<file path="src/rtl/meter_time_ctrl_if.sv">
// Parking meter sequencer bus: meter inputs and status/violation outputs.
// master drives the meter inputs, slave is the sequencer.
interface meter_time_ctrl_if #(
    parameter int W = 14
);
    logic         tick_1hz;
    logic         parked;
    logic         coin_a;
    logic         coin_b;
    logic         clr_time;
    logic [W-1:0] time_left;
    logic [1:0]   state;
    logic         low_time;
    logic         blink;
    logic         viol_en;
    logic         viol_clr;

    modport master (
        output tick_1hz, parked, coin_a, coin_b, clr_time,
        input  time_left, state, low_time, blink, viol_en, viol_clr
    );

    modport slave (
        input  tick_1hz, parked, coin_a, coin_b, clr_time,
        output time_left, state, low_time, blink, viol_en, viol_clr
    );
endinterface

</file>
<file path="src/rtl/meter_time_ctrl.sv">
// Parking meter time sequencer: balance, countdown, state, violation control.
// Define COIN_EDGE_EN to treat coin inputs as levels credited once per press.
module meter_time_ctrl #(
    parameter int W          = 14,
    parameter int MAX_TIME   = 9999,
    parameter int LOW_THRESH = 180,
    parameter int COIN_A     = 60,
    parameter int COIN_B     = 120
) (
    input logic              clk,
    input logic              rst,
    meter_time_ctrl_if.slave bus
);
    typedef enum logic [1:0] {
        IDLE    = 2'd0,
        PAID    = 2'd1,
        LOW     = 2'd2,
        EXPIRED = 2'd3
    } state_t;

    localparam int WX = W + 2;
    localparam logic [WX-1:0] MAX_X    = WX'(MAX_TIME);
    localparam logic [WX-1:0] COIN_A_X = WX'(COIN_A);
    localparam logic [WX-1:0] COIN_B_X = WX'(COIN_B);
    localparam logic [W-1:0]  THRESH_W = W'(LOW_THRESH);

    logic coin_a_eff;
    logic coin_b_eff;

`ifdef COIN_EDGE_EN
    logic coin_a_prev_q, coin_b_prev_q;
    logic coin_a_pulse_q, coin_b_pulse_q;
    logic coin_a_pulse_d, coin_b_pulse_d;

    // Rising edge of each coin button level
    always_comb begin
        coin_a_pulse_d = bus.coin_a & ~coin_a_prev_q;
        coin_b_pulse_d = bus.coin_b & ~coin_b_prev_q;
    end

    // Register edge pulses so each press credits once, one clk later
    always_ff @(posedge clk) begin
        if (rst) begin
            coin_a_prev_q  <= 1'b0;
            coin_b_prev_q  <= 1'b0;
            coin_a_pulse_q <= 1'b0;
            coin_b_pulse_q <= 1'b0;
        end else begin
            coin_a_prev_q  <= bus.coin_a;
            coin_b_prev_q  <= bus.coin_b;
            coin_a_pulse_q <= coin_a_pulse_d;
            coin_b_pulse_q <= coin_b_pulse_d;
        end
    end

    assign coin_a_eff = coin_a_pulse_q;
    assign coin_b_eff = coin_b_pulse_q;
`else
    assign coin_a_eff = bus.coin_a;
    assign coin_b_eff = bus.coin_b;
`endif

    logic [W-1:0]  time_left_q, time_left_d;
    state_t        state_q, state_d;
    logic          blink_q, blink_d;
    logic          viol_en_q, viol_en_d;
    logic          viol_clr_q, viol_clr_d;
    logic          low_time_q, low_time_d;
    logic          parked_q, parked_d;
    logic          dec;
    logic          coin_hit;
    logic [WX-1:0] add_x;
    logic [WX-1:0] sum_x;

    // Next balance: decrement on tick, add credit, clamp; clear wins
    always_comb begin
        dec      = bus.tick_1hz && (time_left_q != '0);
        coin_hit = coin_a_eff | coin_b_eff;
        add_x    = (coin_a_eff ? COIN_A_X : '0)
                 + (coin_b_eff ? COIN_B_X : '0);
        sum_x    = WX'(time_left_q) - WX'(dec) + add_x;
        if (bus.clr_time) begin
            time_left_d = '0;
        end else if (sum_x > MAX_X) begin
            time_left_d = MAX_X[W-1:0];
        end else begin
            time_left_d = sum_x[W-1:0];
        end
        parked_d = bus.parked;
    end

    // Classify next balance and derive blink and violation controls
    always_comb begin
        state_d    = PAID;
        blink_d    = 1'b0;
        if (time_left_d == '0) begin
            state_d = bus.parked ? EXPIRED : IDLE;
        end else if (time_left_d < THRESH_W) begin
            state_d = LOW;
        end
        case (state_d)
            LOW: begin
                if (state_q == LOW) blink_d = blink_q ^ bus.tick_1hz;
                else                blink_d = 1'b0;
            end
            EXPIRED: blink_d = 1'b1;
            default: blink_d = 1'b0;
        endcase
        viol_en_d  = (state_d == EXPIRED);
        low_time_d = (state_d == LOW);
        viol_clr_d = (parked_q & ~bus.parked)
                   | ((state_q == EXPIRED) && (state_d != EXPIRED)
                      && coin_hit && !bus.clr_time);
    end

    // State register
    always_ff @(posedge clk) begin
        if (rst) state_q <= IDLE;
        else     state_q <= state_d;
    end

    // Balance and registered output flops
    always_ff @(posedge clk) begin
        if (rst) begin
            time_left_q <= '0;
            blink_q     <= 1'b0;
            viol_en_q   <= 1'b0;
            viol_clr_q  <= 1'b1;
            low_time_q  <= 1'b0;
            parked_q    <= 1'b0;
        end else begin
            time_left_q <= time_left_d;
            blink_q     <= blink_d;
            viol_en_q   <= viol_en_d;
            viol_clr_q  <= viol_clr_d;
            low_time_q  <= low_time_d;
            parked_q    <= parked_d;
        end
    end

    assign bus.time_left = time_left_q;
    assign bus.state     = state_q;
    assign bus.low_time  = low_time_q;
    assign bus.blink     = blink_q;
    assign bus.viol_en   = viol_en_q;
    assign bus.viol_clr  = viol_clr_q;
endmodule

</file>
<file path="src/flat_wrapper.sv">
// flat-port wrapper written by rule: the top's interface ports become plain ports
module meter_time_ctrl_flat 
#(
    parameter int W          = 14,
    parameter int MAX_TIME   = 9999,
    parameter int LOW_THRESH = 180,
    parameter int COIN_A     = 60,
    parameter int COIN_B     = 120
)
  (clk, rst, bus_tick_1hz, bus_parked, bus_coin_a, bus_coin_b, bus_clr_time, bus_time_left, bus_state, bus_low_time, bus_blink, bus_viol_en, bus_viol_clr);
  meter_time_ctrl_if #(.W(W)) bus_i ();
  input logic clk;
  input logic rst;
  input wire logic [$bits(bus_i.tick_1hz)-1:0] bus_tick_1hz;
  input wire logic [$bits(bus_i.parked)-1:0] bus_parked;
  input wire logic [$bits(bus_i.coin_a)-1:0] bus_coin_a;
  input wire logic [$bits(bus_i.coin_b)-1:0] bus_coin_b;
  input wire logic [$bits(bus_i.clr_time)-1:0] bus_clr_time;
  output wire logic [$bits(bus_i.time_left)-1:0] bus_time_left;
  output wire logic [$bits(bus_i.state)-1:0] bus_state;
  output wire logic [$bits(bus_i.low_time)-1:0] bus_low_time;
  output wire logic [$bits(bus_i.blink)-1:0] bus_blink;
  output wire logic [$bits(bus_i.viol_en)-1:0] bus_viol_en;
  output wire logic [$bits(bus_i.viol_clr)-1:0] bus_viol_clr;
  assign bus_i.tick_1hz = bus_tick_1hz;
  assign bus_i.parked = bus_parked;
  assign bus_i.coin_a = bus_coin_a;
  assign bus_i.coin_b = bus_coin_b;
  assign bus_i.clr_time = bus_clr_time;
  assign bus_time_left = bus_i.time_left;
  assign bus_state = bus_i.state;
  assign bus_low_time = bus_i.low_time;
  assign bus_blink = bus_i.blink;
  assign bus_viol_en = bus_i.viol_en;
  assign bus_viol_clr = bus_i.viol_clr;
  meter_time_ctrl #(.W(W), .MAX_TIME(MAX_TIME), .LOW_THRESH(LOW_THRESH), .COIN_A(COIN_A), .COIN_B(COIN_B)) u_core (.clk(clk), .rst(rst), .bus(bus_i));
endmodule
</file>
<file path="config.mk">
export PLATFORM = sky130hd
export DESIGN_NAME = meter_time_ctrl_flat
export DESIGN_NICKNAME = d
export VERILOG_FILES = /design/src/rtl/meter_time_ctrl_if.sv /design/src/rtl/meter_time_ctrl.sv /design/src/flat_wrapper.sv
export SDC_FILE = /design/constraint.sdc
export NUM_CORES = 1
export LEC_CHECK = 0
export CAP_MARGIN = 5
export CORE_MARGIN = 2
export CORE_UTILIZATION = 51
export CTS_BUF_LIST = sky130_fd_sc_hd__clkbuf_2
export CTS_CLUSTER_SIZE = 12
export DETAILED_ROUTE_END_ITERATION = 12
export PLACE_DENSITY = 0.79
export SYNTH_ARGS = -nofsm -noshare
export SYNTH_HDL_FRONTEND = slang
export SYNTH_SLANG_ARGS = --single-unit
</file>
<file path="constraint.sdc">
create_clock -name clk -period 5 [get_ports clk]
set_input_delay 0.5 -clock clk [delete_from_list [all_inputs] [get_ports clk]]
set_output_delay 0.5 -clock clk [all_outputs]
set_load 0.05 [all_outputs]
</file>
==> results.tsv <==
metric	value	unit
Hold WS	522	ps
Synth Register Bits	21	
initial antenna violation count	0	
H-Tree Level Count	1	
CTS clk-pin slew, worst paths	200	ps
worst reg-to-reg setup slack	-3	ps
routed len/inst	17.1	um
vias in the first global route	1995	
DRC marker count from the first detailed-route iteration	123	
residual DRC count	0	
Worst Setup SP	u_core.bus.time_left[5]$_SDFF_PP0_	
sequential area share after synthesis	0.236	
die footprint	3980	sq um
signal arrival time at the worst endpoint	5260	ps
share of post-route cells with drive strength above 1	0.356	
pins over their slew limit	0	
Setup WS post-layout	-2.58	ps
effective utilization at floorplan	0.533	
I/O pin count	27	
antenna-violating nets left	0	
Cells on Worst Hold Path	2	
Post-synth ARST share	0	
Final Non-Filler Cells	327	
total clock buffers created by CTS	3	
total grt overflow	0	
share of the synthesized area in the top cell type	0.236	
most frequent cell after synthesis	sky130_fd_sc_hd__dfxtp_1	
root buffer cell	sky130_fd_sc_hd__clkbuf_2	
final critical delay including setup and external delays	5000	ps
outcome	finished with violations	
insertion delay of the later-clocked pin in the worst-skew pair	340	ps
horizontal die dimension	63.1	um
CTS tree	done	
number of iterations in the first detailed-routing pass	4	
CTS Sinks	21	
TNS Setup	-2.58	ps
Mapped Nets	235	
count of distinct cell types in the synthesized netlist	61	
number of core rows	21	
kind of capture point of the worst setup path	flip-flop	
Crit Path Max Fanout	5	
count of input and output buffers	26	
Placeable Area	3340	sq um
violated checks	setup timing	
number of synthesized flops with an enable pin	0	
via-per-instance ratio	5.90	
gate count of the mapped netlist	213	
Global Route Usage Sum	0.288	
cell types with the largest area share after synthesis	sky130_fd_sc_hd__dfxtp_1 24%, sky130_fd_sc_hd__ha_1 7.7%, sky130_fd_sc_hd__a21oi_1 4.5%	
Worst Tran Pin Value	683	ps
cell total after placement	315	
Hold Fails Final Rpt	0	
worst slew margin relative to its limit	0.543	
Hold Path Sink	u_core.bus.blink$_SDFF_PP0_	
Main synth FF type	sky130_fd_sc_hd__dfxtp_1	
detailed placer's ending HPWL	4.00	mm
Syn Area/Cell	8.35	sq um
Fillers	223	
GPL Wtd Cong	0.929	
leading cell types by count after synthesis	21 x sky130_fd_sc_hd__dfxtp_1, 18 x sky130_fd_sc_hd__inv_1, 16 x sky130_fd_sc_hd__a21oi_1, 14 x sky130_fd_sc_hd__nor2_1	
capturing point of the worst reg2reg path	u_core.bus.viol_clr$_SDFF_PP1_	
hold path startpoint	u_core.bus.state[1]$_SDFF_PP0_	
total via count after detailed routing	1928	
Vert. Die Dim	63.1	um
Layout Nets	304	
FF-to-FF Start	u_core.bus.time_left[5]$_SDFF_PP0_	
class of the worst hold path	flip-flop to flip-flop	
Netlist Area Pre-Place	1780	sq um
count of cells along the worst register-to-register path	19	
first-pass GRT wire length	9.09	mm
peak clock frequency supported by timing	200	MHz
maximum number of pins on one net before global-route repair	13	
Synth area leader	sky130_fd_sc_hd__dfxtp_1	
skew final	2.32	ps
number of diodes added for antenna fixing	0	
final wirelength	5.60	mm
Setup Crit Path Kind	flip-flop to flip-flop	
fin crit share	1.00	
count of final setup violators	1	
startpoint class of the critical path	flip-flop	
number of buffers on the longest clock path	2	
Warnings, synthesis	0	
number of max-cap violations	0	
Synth-to-Final Area Change	49.6	%
unrepaired setup endpoints after global routing	yes	
required time of the critical path	5260	ps
[per-stage QoR]
step,instance area [sq um],setup WS (ps),util
floorplan,1890,-208,-
global placement,2430,-78.2,0.729
detailed placement,2430,-173,0.729
CTS,2560,9.07,0.768
global route,2660,-248,0.798
finish,2660,-2.58,0.798
[layer usage]
layer	up-vias	part of all wire	global-route usage
met3	12	0.041	0.0232
li1	912	-	-
met2	69	0.51	0.489
met4	0	0.023	0.153
met1	935	0.43	0.364
met5	-	0	0
[kinds of logic (layout without fill, tap and decap cells)]
family                     Yosys count  count (layout)  share of synthesized area
xor gates and xnor gates            15              15                     0.0738
and+or+nand+nor                     78              78                      0.269
muxes                                2               2                     0.0113
buffers and inverters               24              91                     0.0527
AOI/OAI and AO/OA                   58              59                      0.234
DFF                                 21              21                      0.236
adders and majority gates           15              15                      0.122
[registers in the layout, summed over array words and instances, names as in the netlist]
signal                cells
u_core.bus.state          2
u_core.bus.viol_clr       1
u_core.bus.viol_en        1
u_core.bus.time_left     14
u_core.parked_q           1
u_core.bus.low_time       1
u_core.bus.blink          1
[repair_timing]
action / 4_1_cts / 5_1_grt
resized for setup: 17 / 18
pin swaps: 11 / 4
buffers inserted: 5 / 2
hold buffers: 0 / 0
hold endpoints to repair: 0 / 0
cloned: 1 / 0
setup endpoints to repair: 18 / 19
[cell usage in the layout (no fill, tap or decap), types with 4 or more instances in the layout]
master | netlist | final
sky130_fd_sc_hd__nor2b_1 | 4 | 4
sky130_fd_sc_hd__ha_1 | 11 | 6
sky130_fd_sc_hd__inv_1 | 18 | 17
sky130_fd_sc_hd__buf_4 | 0 | 40
sky130_fd_sc_hd__nor3_1 | 8 | 8
sky130_fd_sc_hd__dfxtp_1 | 21 | 14
sky130_fd_sc_hd__ha_2 | 0 | 4
sky130_fd_sc_hd__xnor2_1 | 8 | 7
sky130_fd_sc_hd__nor2_1 | 14 | 14
sky130_fd_sc_hd__clkdlybuf4s50_1 | 0 | 26
sky130_fd_sc_hd__xor2_1 | 7 | 6
sky130_fd_sc_hd__and3_1 | 5 | 5
sky130_fd_sc_hd__o21ai_0 | 6 | 4
sky130_fd_sc_hd__a21oi_1 | 16 | 14
sky130_fd_sc_hd__dfxtp_2 | 0 | 5
sky130_fd_sc_hd__or2_2 | 6 | 4
sky130_fd_sc_hd__nand2_1 | 11 | 9
[worst max-delay path: stages, from the launching register on]
cell and delay [ps]:
sky130_fd_sc_hd__dfxtp_4 380, sky130_fd_sc_hd__or4_4 520, sky130_fd_sc_hd__or4_1 410, sky130_fd_sc_hd__o21a_1 210
sky130_fd_sc_hd__ha_2 160, sky130_fd_sc_hd__or3b_4 240, sky130_fd_sc_hd__xor2_2 150, sky130_fd_sc_hd__fa_1 430
sky130_fd_sc_hd__inv_1 70, sky130_fd_sc_hd__ha_2 180, sky130_fd_sc_hd__inv_2 40, sky130_fd_sc_hd__fa_2 340
sky130_fd_sc_hd__nand2b_4 160, sky130_fd_sc_hd__a21oi_4 220, sky130_fd_sc_hd__or2_4 170, sky130_fd_sc_hd__nand2_2 40
sky130_fd_sc_hd__or4_4 460, sky130_fd_sc_hd__a2111oi_4 330, sky130_fd_sc_hd__nor2_1 60, sky130_fd_sc_hd__or3_1 330
[final cells by class]
| cell class | count | area [sq um] | share of cell area |
|---|---|---|---|
| clock inverters | 1 | 5.00 | 0.00188 |
| multi-input cells | 169 | 1490 | 0.559 |
| flip-flops and latches | 21 | 434 | 0.163 |
| well taps | 46 | 57.6 | 0.0216 |
| inverters | 18 | 67.6 | 0.0254 |
| repair buffers | 69 | 594 | 0.223 |
| clock buffers | 3 | 15.0 | 0.00564 |
[how the worst max path moves through the flow]
| stage | end | cells past startpoint |
|---|---|---|
| 2_1_floorplan | u_core.bus.viol_clr$_SDFF_PP1_ | 19 |
| 6_report | u_core.bus.viol_clr$_SDFF_PP1_ | 19 |
| 4_1_cts | u_core.bus.time_left[7]$_SDFF_PP0_ | 21 |
| 5_1_grt | u_core.bus.viol_clr$_SDFF_PP1_ | 19 |
| 3_3_place_gp | u_core.bus.viol_clr$_SDFF_PP1_ | 19 |
| 3_5_place_dp | u_core.bus.viol_clr$_SDFF_PP1_ | 18 |
Power is left out: the tool's default activity adds up to more than one toggle a clock period on the data nets, which glitch-free logic cannot reach.
==> patch 1 (same flow settings) <==
`W` is set to 14 in 3 places; all go to 16.
--- a/src/rtl/meter_time_ctrl_if.sv
+++ b/src/rtl/meter_time_ctrl_if.sv
@@ -1,7 +1,7 @@
 // Parking meter sequencer bus: meter inputs and status/violation outputs.
 // master drives the meter inputs, slave is the sequencer.
 interface meter_time_ctrl_if #(
-    parameter int W = 14
+    parameter int W = 16
 );
     logic         tick_1hz;
     logic         parked;
--- a/src/rtl/meter_time_ctrl.sv
+++ b/src/rtl/meter_time_ctrl.sv
@@ -1,7 +1,7 @@
 // Parking meter time sequencer: balance, countdown, state, violation control.
 // Define COIN_EDGE_EN to treat coin inputs as levels credited once per press.
 module meter_time_ctrl #(
-    parameter int W          = 14,
+    parameter int W          = 16,
     parameter int MAX_TIME   = 9999,
     parameter int LOW_THRESH = 180,
     parameter int COIN_A     = 60,
--- a/src/flat_wrapper.sv
+++ b/src/flat_wrapper.sv
@@ -1,7 +1,7 @@
 // flat-port wrapper written by rule: the top's interface ports become plain ports
 module meter_time_ctrl_flat 
 #(
-    parameter int W          = 14,
+    parameter int W          = 16,
     parameter int MAX_TIME   = 9999,
     parameter int LOW_THRESH = 180,
     parameter int COIN_A     = 60,
Ports: changed (resized bus_time_left); port bits go from 27 to 29. No check against the original RTL was run, so the function may have changed too.
==> patch 1 against the unedited design <==
- setup slack better by 180 ps
- routed wire length down 21%
- clock skew increased by 6.1 ps
- area after synthesis up 3.7%
- count of clock-buffer cells in the layout is the same
- cell area decreased by 10%
- sequential share of layout area grew 3.3 points
- sequential cell count up 2
- critical endpoint is now u_core.bus.blink$_SDFF_PP0_
- critical path type unchanged
Power is left out: it rests on default switching activity, and per cell area and clock period it moved more than threefold.
==> patch 1: results (changes against the unedited design) <==
[status]
status = finished clean

[timing]
finClkSkew_ps = 8.397  ; +6.081 ps
worst-slew-pin-transition_ps = 514.5  ; -168.9 ps

[critical_path]
crit_slowest_cell = a2111o_1
cp_top_family = compound AO/OA/AOI/OAI gates
slowest_delay_ps = 440  ; -80 ps
worst-path-max-fanout = 5  ; unchanged
arrival_ps = 5100  ; -160 ps

[logic_synthesis]
yosys_warnings = 0  ; unchanged
ys_types = 62  ; +1.6%
ys_top_cells_by_count = dfxtp_1 (23), nor2_1 (20), inv_1 (14), xnor2_1 (14)
netlist_area_mm2 = 0.001844  ; +3.7%
syn_avg_cell_area_um2 = 8.782  ; +5.1%
yosys-top-cells-area = dfxtp_1 (25%), ha_1 (6.8%), xnor2_1 (6.6%)
ys_seq_area_share_pct = 24.97  ; +1.3 points
ys.flop_type = dfxtp_1
async_reset_ff_share_pct = 0  ; unchanged

[layout]
nets = 276  ; -9.2%
fillCellCount = 282  ; +26%
drive_gt1_share_pct = 25.98  ; -9.6 points
antenna_cells = 0  ; unchanged
largest_register_ffs = 16  ; +2

[route]
num_vias = 1700  ; -12%
drt-pass1-iter-count = 4  ; unchanged
wl_mm = 4.432  ; -21%
wl_per_cell_um = 14.77  ; -14%
drt_iter0_drc = 123  ; unchanged

[global_route]
grt_first_pass_wirelength_mm = 7.079  ; -22%
met2_usage_pct = 38.02  ; -11 points
antenna_found_initial = 0  ; unchanged
met3_usage_pct = 3.521  ; +1.2 points
use_met1_pct = 27.97  ; -8.4 points
grt_pass1_vias = 1536  ; -23%
grt_use_total_pct = 22.03  ; -6.8 points
grt_start_max_net_pins = 15  ; +2

[placement]
hpwl_mm = 3.532  ; -12%
dp_slack_ps = -150.5  ; +22.21 ps
place_area_mm2 = 0.002288  ; -6.0%
gp_congestion = 0.8910  ; -4.1%
dp_cells = 294  ; -6.7%
io_buffers = 28  ; +7.7%

[clock_network]
insertion_delay_ps = 350
htreeDepth = 1  ; unchanged
clk_path_buf_depth = 2  ; unchanged
clockRootBuffer = clkbuf_2
numCtsBuffers = 3  ; unchanged
clk_pin_slew_ps = 230  ; +30 ps

[patch 1: cell count changes after synthesis, sizes merged, moves of 4 or more]
cell   change
or4        -4
inv        -4
nor3       +4
nor2      +16
a21oi     -11
nand4      +4
xnor2      +6
and3       -5
[patch 1: final cells by class]
class / count / area [µm²] / share of cell area, %
clock inverters: 1 / 5.005 / 0.2100
clock buffers: 3 / 15.01 / 0.6299
repair buffers: 46 / 427.9 / 17.95
multi-input cells: 167 / 1358 / 56.96
flip-flops and latches: 23 / 467.9 / 19.63
inverters: 14 / 52.55 / 2.205
well taps: 46 / 57.56 / 2.415
[patch 1: final timing paths]
check	startpoint	to	slack [ps]	cells after the start
worst max register to register	u_core.bus.time_left[12]$_SDFF_PP0_	u_core.bus.blink$_SDFF_PP0_	180	21
worst min register to register	u_core.parked_q$_SDFF_PP0_	u_core.bus.viol_clr$_SDFF_PP1_	550	2
worst max-delay path	u_core.bus.time_left[12]$_SDFF_PP0_	u_core.bus.blink$_SDFF_PP0_	180	21
worst min-delay path	u_core.parked_q$_SDFF_PP0_	u_core.bus.viol_clr$_SDFF_PP1_	550	2
[patch 1: worst reg2reg max path, delay by kind of cell, from the launching register on]
family          cells  cell delay (ps)
fa+ha+maj           4             1200
simple gates        7             1150
flops               1              370
compound gates      7             1730
buf+inv             3              310
[patch 1: per-stage QoR]
step / util [%] / hold slack (ps)
CTS: 67.58 / 547.5
global route: 69.78 / 566.6
global placement: 67.00 / 492.6
detailed placement: 67.00 / 502.4
floorplan: - / 471.0
finish: 69.78 / 546.8
[patch 1: what timing repair did]
action | CTS | global route
setup buffers | 0 | 2
endpoints found under the hold margin | 0 | 0
gates resized for setup | 0 | 12
endpoints found under the setup margin | 0 | 19
[patch 1: routing by layer]
metal	wire (µm)	share of wire [%]
met2	2239	51
met5	0	0
met1	1864	42
met4	57	1.3
met3	271	6.1
[patch 1: cells by family (layout without fill, tap and decap cells)]
logic type,after synthesis,in the layout,synth area share [%]
fa+ha+maj,14,14,11.13
compound gates,38,38,16.21
other cells,1,2,0.2033
xor+xnor,22,22,10.45
simple gates,87,87,30.12
mux,4,4,2.171
flops,23,23,24.97
buf+inv,21,64,4.748
==> patch 2 (same flow settings) <==
Without the edit above. Build with the macro `COIN_EDGE_EN` defined.
--- a/src/rtl/meter_time_ctrl.sv
+++ b/src/rtl/meter_time_ctrl.sv
@@ -1,5 +1,7 @@
 // Parking meter time sequencer: balance, countdown, state, violation control.
 // Define COIN_EDGE_EN to treat coin inputs as levels credited once per press.
+`define COIN_EDGE_EN
+
 module meter_time_ctrl #(
     parameter int W          = 14,
     parameter int MAX_TIME   = 9999,
Formal check against the unedited RTL: not equivalent (a bounded check fails within 4 cycles, from zero or initial values and one cycle with rst high).
==> patch 2 against the unedited design <==
- area after synthesis decreased by 1.9%
- setup slack gained 210 ps
- count of clock-buffer cells in the layout grew 1
- clock skew is 2.7 ps higher
- maximum frequency increased by 4.3%
- routed wire length down 28%
- sequential cell count grew 4
- cell area down 17%
- non-clock buffer count fell by 28
- critical path type unchanged
- largest cell class unchanged
- highest routed layer unchanged
Power is not shown: default switching activity piles up to over one toggle a cycle in this logic, so the estimate is an artifact.
==> patch 2: results (changes against the unedited design) <==
[status]
status = finished clean

[critical_path]
arrival_ps = 5060  ; -200 ps
reg2reg_from = u_core.bus.time_left[8]$_SDFF_PP0_
ff2ff_path_depth = 17  ; -2
worst-r2r-setup-slack_ps = 200  ; +210 ps

[layout]
drive_gt1_share_pct = 16.46  ; -19 points
nets = 258  ; -15%

[route]
wl_mm = 4.053  ; -28%
wl_per_cell_um = 14.32  ; -16%
drt_iter0_drc = 78  ; -37%
drt-pass1-iter-count = 4  ; unchanged

[min_path]
hold_path_depth = 1  ; -1
hold_end = u_core.coin_b_eff$_SDFF_PP0_
worstHoldStart = u_core.coin_b_prev_q$_SDFF_PP0_

[global_route]
grt_start_max_net_pins = 14  ; +1
grt_pass1_vias = 1503  ; -25%

[placement]
dp_cells = 279  ; -11%
gp_congestion = 0.8890  ; -4.3%
hpwl_mm = 3.226  ; -19%
place_area_mm2 = 0.002170  ; -11%

[logic_synthesis]
yosys-top-cells-area = dfxtp_1 (29%), ha_1 (6.5%), fa_1 (4.6%)
syn_nets = 215  ; -8.5%
ys_seq_area_share_pct = 28.67  ; +5.0 points
ys_types = 55  ; -9.8%
ys_top_cells_by_count = dfxtp_1 (25), nor2_1 (17), inv_1 (16)

[timing]
finClkSkew_ps = 5.037  ; +2.720 ps

[clock_network]
clk_pin_slew_ps = 240  ; +40 ps

patch 2: cells by family (layout without fill, tap and decap cells):
logic type,count (synthesis),in the layout,synth area share (%)
flops,25,25,28.67
simple gates,80,80,28.82
fa+ha+maj,13,13,11.04
xor+xnor,15,15,7.957
buf+inv,19,61,4.229
compound gates,43,43,19.28
patch 2: critical path, stage by stage, from the launching register on:
cell	delay [ps]
dfxtp_2	430
nor4_2	330
nand4_1	160
and2_1	200
ha_1	200
ha_1	220
nor3b_1	170
xnor2_1	180
fa_1	490
fa_1	470
nand2b_1	180
a211oi_1	270
o22ai_2	190
or2_1	300
o21a_1	230
a21oi_4	170
a31oi_4	120
a2111o_1	410
patch 2: cell type report:
cell class	count	area (µm²)
clock buffers	4	20.02
flip-flops and latches	25	501.7
fillers	298	1097
multi-input cells	151	1201
well taps	46	57.56
repair buffers	41	372.9
inverters	16	60.06
patch 2: per-stage QoR:
| stage | hold slack [ps] | worst slack, ps | TNS [ps] |
|---|---|---|---|
| floorplan | 367.4 | 57.72 | 0 |
| global placement | 369.4 | 60.42 | 0 |
| detailed placement | 373.4 | -136.4 | -136.4 |
| CTS | 399.7 | 26.69 | 0 |
| global route | 412.0 | -63.05 | -82.83 |
| finish | 399.2 | 204.3 | 0 |
patch 2: routing by layer:
layer  wire length [µm]  vias to the layer above  global-route usage (%)
met5                  0                        -                       0
met4                  9                        0                   3.889
met3                202                        2                   2.162
met2               1907                       54                   37.77
met1               1934                      749                   30.28
li1                   -                      789                       -
patch 2: worst max path at each step:
stage	startpoint	cells after the start	slack, ps	endpoint
2_1_floorplan	u_core.bus.time_left[9]$_SDFF_PP0_	17	60	u_core.bus.viol_clr$_SDFF_PP1_
3_3_place_gp	bus_tick_1hz	16	60	u_core.bus.viol_clr$_SDFF_PP1_
3_5_place_dp	bus_tick_1hz	16	-140	u_core.bus.viol_clr$_SDFF_PP1_
4_1_cts	u_core.bus.time_left[13]$_SDFF_PP0_	17	30	u_core.bus.viol_clr$_SDFF_PP1_
5_1_grt	u_core.bus.time_left[3]$_SDFF_PP0_	18	-60	u_core.bus.viol_clr$_SDFF_PP1_
6_report	u_core.bus.time_left[8]$_SDFF_PP0_	17	200	u_core.bus.viol_clr$_SDFF_PP1_
patch 2: repair_timing:
action                     in CTS  in global routing
setup buffers                   0                  0
hold buffers                    0                  0
setup endpoints to repair       0                 19
resized for setup               0                  5
